### config.mk
export PLATFORM = sky130hd
export DESIGN_NAME = serial_rom_reader
export DESIGN_NICKNAME = d
export VERILOG_FILES = /design/src/rtl/serial_rom_reader.sv
export SDC_FILE = /design/constraint.sdc
export NUM_CORES = 1
export LEC_CHECK = 0
export ABC_AREA = 1
export CAP_MARGIN = 0
export CORE_MARGIN = 2
export CORE_UTILIZATION = 30
export DETAILED_ROUTE_END_ITERATION = 6
export PLACE_DENSITY = 0.61
export SLEW_MARGIN = 40
export SYNTH_ARGS = -nofsm -noshare
export SYNTH_HDL_FRONTEND = slang
export SYNTH_SLANG_ARGS = --single-unit
### constraint.sdc
create_clock -name int_osc -period 1.9 [get_ports int_osc]
set_input_delay 0.475 -clock int_osc [delete_from_list [all_inputs] [get_ports int_osc]]
set_output_delay 0.475 -clock int_osc [all_outputs]
set_load 0.01 [all_outputs]
### src/rtl/serial_rom_reader.sv
// Bit-serial ROM reader: one stored word per read, one bit per clock,
// with start/busy/done handshake and optional auto-increment bursts.
module serial_rom_reader #(
    parameter int WIDTH     = 4,
    parameter int DEPTH     = 16,
    parameter int AW        = 4,
    parameter int MSB_FIRST = 0,
    parameter int AUTO_INC  = 0
) (
    input  logic          int_osc,
    input  logic          rst,
    input  logic [AW-1:0] ADDR,
    input  logic          CS,
    input  logic          start,
    output logic          OUT,
    output logic          OUT_VALID,
    output logic          LAST,
    output logic          busy,
    output logic          done
);

    localparam int CW = $clog2(WIDTH + 1);

    typedef enum logic {IDLE, SHIFT} state_t;

    state_t          state_q;
    logic [WIDTH-1:0] sh_q;
    logic [CW-1:0]   cnt_q;
    logic [AW-1:0]   addr_q;
    logic [AW-1:0]   addr_inc;
    logic [WIDTH-1:0] word_new;
    logic [WIDTH-1:0] word_inc;

    // Contents are mem[i] = i mod 2^WIDTH; holes past DEPTH read as zero.
    function automatic logic [WIDTH-1:0] rom_word(input logic [AW-1:0] a);
        logic [31:0] v;
        v = 32'(a);
        if (v >= 32'(DEPTH))
            return '0;
        return v[WIDTH-1:0];
    endfunction

    function automatic logic first_bit(input logic [WIDTH-1:0] w);
        return (MSB_FIRST != 0) ? w[WIDTH-1] : w[0];
    endfunction

    function automatic logic [WIDTH-1:0] shift_on(input logic [WIDTH-1:0] w);
        return (MSB_FIRST != 0) ? (w << 1) : (w >> 1);
    endfunction

    assign addr_inc = (addr_q == AW'(DEPTH - 1)) ? '0 : addr_q + AW'(1);
    assign word_new = rom_word(ADDR);
    assign word_inc = rom_word(addr_inc);

    always_ff @(posedge int_osc or posedge rst) begin
        if (rst) begin
            state_q   <= IDLE;
            sh_q      <= '0;
            cnt_q     <= '0;
            addr_q    <= '0;
            OUT       <= 1'b0;
            OUT_VALID <= 1'b0;
            LAST      <= 1'b0;
            busy      <= 1'b0;
            done      <= 1'b0;
        end else begin
            done <= 1'b0;
            unique case (state_q)
                IDLE: begin
                    if (CS && start) begin
                        addr_q    <= ADDR;
                        OUT       <= first_bit(word_new);
                        sh_q      <= shift_on(word_new);
                        OUT_VALID <= 1'b1;
                        LAST      <= (WIDTH == 1);
                        cnt_q     <= CW'(1);
                        busy      <= 1'b1;
                        state_q   <= SHIFT;
                    end else begin
                        OUT       <= 1'b0;
                        OUT_VALID <= 1'b0;
                        LAST      <= 1'b0;
                    end
                end
                SHIFT: begin
                    if (!CS) begin
                        OUT       <= 1'b0;
                        OUT_VALID <= 1'b0;
                        LAST      <= 1'b0;
                        busy      <= 1'b0;
                        cnt_q     <= '0;
                        state_q   <= IDLE;
                    end else if (cnt_q == CW'(WIDTH)) begin
                        // Word boundary: chain the next word or finish.
                        if (AUTO_INC != 0 && start) begin
                            addr_q <= addr_inc;
                            OUT    <= first_bit(word_inc);
                            sh_q   <= shift_on(word_inc);
                            LAST   <= (WIDTH == 1);
                            cnt_q  <= CW'(1);
                        end else begin
                            OUT       <= 1'b0;
                            OUT_VALID <= 1'b0;
                            LAST      <= 1'b0;
                            busy      <= 1'b0;
                            done      <= 1'b1;
                            cnt_q     <= '0;
                            state_q   <= IDLE;
                        end
                    end else begin
                        OUT   <= first_bit(sh_q);
                        sh_q  <= shift_on(sh_q);
                        LAST  <= (cnt_q == CW'(WIDTH - 1));
                        cnt_q <= cnt_q + CW'(1);
                    end
                end
            endcase
        end
    end

endmodule
==> flow_metrics.env, run 1 <==
export IMPL_status="finished clean"
export IMPL_period_share_pct=85.5
export IMPL_relSlewSlack_pct=69.2
export IMPL_crit_arrival_ns=1.15
export IMPL_root_buffer="clkbuf_4"
export IMPL_clock_sinks=12
export IMPL_syn2layout_area_growth_pct=33.5
export IMPL_hold_start="OUT_VALID"
export IMPL_grt_pass1_wl_mm=1.75
export IMPL_start_kind="register"
export IMPL_period_minus_slack_ns=1.62
export IMPL_critPathSlowestCell="clkdlybuf4s50_1"
export IMPL_cts_tree="yes"
export IMPL_synth_seq_cells=12
export IMPL_die_y_um=47.2
export IMPL_clockBufferDepth=2
export IMPL_dp_cells=101
export IMPL_endpoint_kind="output pin"
export IMPL_hpwl_um=751
export IMPL_cap_violations=0
export IMPL_holdPathStages=2
export IMPL_wirelength_um=968
export IMPL_avgViaCountPerCell=4.19
export IMPL_cts_max_level=1
export IMPL_synth_area_per_cell_um2=8.76
export IMPL_insertion_delay_ns=0.27
export IMPL_reg2reg_to="cnt_q[0]"
export IMPL_hold_class="reg2reg"
export IMPL_yosys_cell_types_count=11
export IMPL_yosysTopAreaCellShare_pct=53.6
export IMPL_gp_congestion=0.769
export IMPL_numCtsBuffers=3
export IMPL_cpPeakStageDelay_ns=0.53
export IMPL_p_leak_nw=0.392
export IMPL_post_cts_resized=0
export IMPL_track_usage_pct=11.3
export IMPL_port_buffers=12
export IMPL_cp_data_required_time_ns=1.42
export IMPL_synth_area_top_cells="dfrtp_1 54%, nand2_1 17%, ha_1 6.7%"
export IMPL_ys_warn_count=0
export IMPL_tns_ns=0
export IMPL_drt_iter0_drc=4
export IMPL_fp_dieArea_um2=2230
export IMPL_vdd_drop_max_uv=406
export IMPL_min_to="OUT_VALID"
export IMPL_yosysSeqAreaShare_pct=53.6
export IMPL_fin_hold_ws_ns=0.477
export IMPL_drv_slew=0
export IMPL_cts_hold_buf=0
export IMPL_die_x_um=47.2
export IMPL_layout_drive_gt1_share_pct=11.3
export IMPL_ant_nets=0
export IMPL_overflow=0
export IMPL_crit_family="buffers and inverters"
export IMPL_antenna_found_initial=0
export IMPL_grt_setup_unrepaired="false"
export IMPL_post_cts_buffers=0
export IMPL_synth_cells=64
export IMPL_route_detailed_drc=0
export IMPL_reg2reg_depth=7
export IMPL_layout_cells_non_filler=105
export IMPL_pin_count=13
export IMPL_start_util_pct=32.1
export IMPL_wl_per_cell_um=9.22
export IMPL_antenna_cells=0
export IMPL_fin_skew_ns=0.00253
export IMPL_nNetsFinal=92
export IMPL_fillers=186
export IMPL_setup_violations=0
export IMPL_crit_fanout=2
export IMPL_hold_viol=0
export IMPL_max_freq_mhz=615
export IMPL_synth_nets=75
export IMPL_crit_chain="clkdlybuf4s50_1"
export IMPL_core_area_um2=1750
export IMPL_path_clk_slew_ns=0.08
export IMPL_synth_area_um2=561
export IMPL_r2r_start="cnt_q[0]"
export IMPL_worstSetupPathType="reg2out"
export IMPL_grt_pass1_vias=397
export IMPL_grt_max_degree=13
export IMPL_first_pass_iters=4
export IMPL_worstMarginPinSlew_ns=0.461
export IMPL_rows=15
export IMPL_power_density_nw_per_um2=902
export IMPL_crit_buf_inv=1
export IMPL_rrSetupSlack_ns=0.75
export IMPL_vias=440
export IMPL_synth_top_cell_by_area="dfrtp_1"
==> cell usage in the layout, fill, tap and decap left out, drive strengths merged <==
cell type	n
nand2	28
dfrtp	12
clkdlybuf4s50	12
inv	11
nand3	4
clkbuf	4
nor2	3
ha	3
o22ai	2
a21oi	1
==> sequential cells by signal (all words and copies together) (netlist names) <==
name,count
done,1
busy,1
sh_q,3
cnt_q,3
state_q,1
LAST,1
OUT,1
OUT_VALID,1
==> cells in the mapped netlist (all sizes together) <==
cell type and instances:
nand2 28, nand3 4, dfrtp 12, o22ai 2, inv 11, nor2 3
a21oi 1, ha 3
==> routing by layer <==
layer	vias to the layer above	part of all wire [%]	global-route usage, %
met5	-	0	0
met2	20	41	15.4
met3	4	4.4	2.31
li1	227	-	-
met1	189	52	16.4
met4	0	2.6	6.67
==> logic make-up (layout without fill, tap and decap cells) <==
logic type	count (synthesis)	in the layout	synth area share [%]
adders and majority gates	3	3	6.70
AOI/OAI and AO/OA	3	3	3.12
DFF	12	12	53.6
and+or+nand+nor	35	35	29.2
buffers and inverters	11	27	7.37
==> per-stage QoR <==
| step | area, µm² | total power (W) | setup WS (ns) | util (%) |
|---|---|---|---|---|
| detailed placement | 712 | 0.000479 | 0.360 | 40.8 |
| global placement | 712 | 0.000476 | 0.371 | 40.8 |
| finish | 748 | 0.000675 | 0.275 | 42.9 |
| global route | 748 | 0.000727 | 0.197 | 42.9 |
| floorplan | 561 | 0.000420 | 0.859 | - |
| CTS | 748 | 0.000684 | 0.260 | 42.9 |
==> power breakdown <==
part	internal [W]	switching, W	total, W
clock	0.000116	0.0000872	0.000204
sequential	0.000296	0.0000240	0.000320
combinational	0.0000713	0.0000807	0.000152
==> worst register-to-register path, cell delays in order, from the launching register on <==
cell     delay [ns]
dfrtp_1        0.40
inv_1          0.08
ha_1           0.15
nand2_1        0.10
nand2_4        0.15
inv_2          0.06
nand2_1        0.05
nand2_1        0.05
==> cell type report <==
| cell class | count | area, µm² | area share, % |
|---|---|---|---|
| inverters | 11 | 41.3 | 5.52 |
| well taps | 25 | 31.3 | 4.18 |
| flip-flops and latches | 12 | 300 | 40.1 |
| repair buffers | 12 | 120 | 16.1 |
| clock buffers | 4 | 36.3 | 4.85 |
| multi-input cells | 41 | 219 | 29.3 |
==> worst max path at each step <==
stage | from | end | slack, ns | depth (start not counted)
2_1_floorplan | cnt_q[0] | cnt_q[0] | 0.86 | 7
3_3_place_gp | CS | sh_q[1] | 0.37 | 6
3_5_place_dp | CS | sh_q[1] | 0.36 | 6
4_1_cts | OUT_VALID | OUT_VALID | 0.26 | 1
5_1_grt | OUT_VALID | OUT_VALID | 0.20 | 1
6_report | OUT_VALID | OUT_VALID | 0.28 | 1
Power figures use the tool's default switching activity.
==> inputs of run 2 (changes only) <==
--- a/config.mk
+++ b/config.mk
@@ -6,7 +6,7 @@
 export NUM_CORES = 1
 export LEC_CHECK = 0
 export ABC_AREA = 1
-export CAP_MARGIN = 0
+export CAP_MARGIN = 20
 export CORE_MARGIN = 2
 export CORE_UTILIZATION = 30
 export DETAILED_ROUTE_END_ITERATION = 6
==> results of run 2 <==
Same layout as run 1: the final DEF is identical, and so are final timing and power.
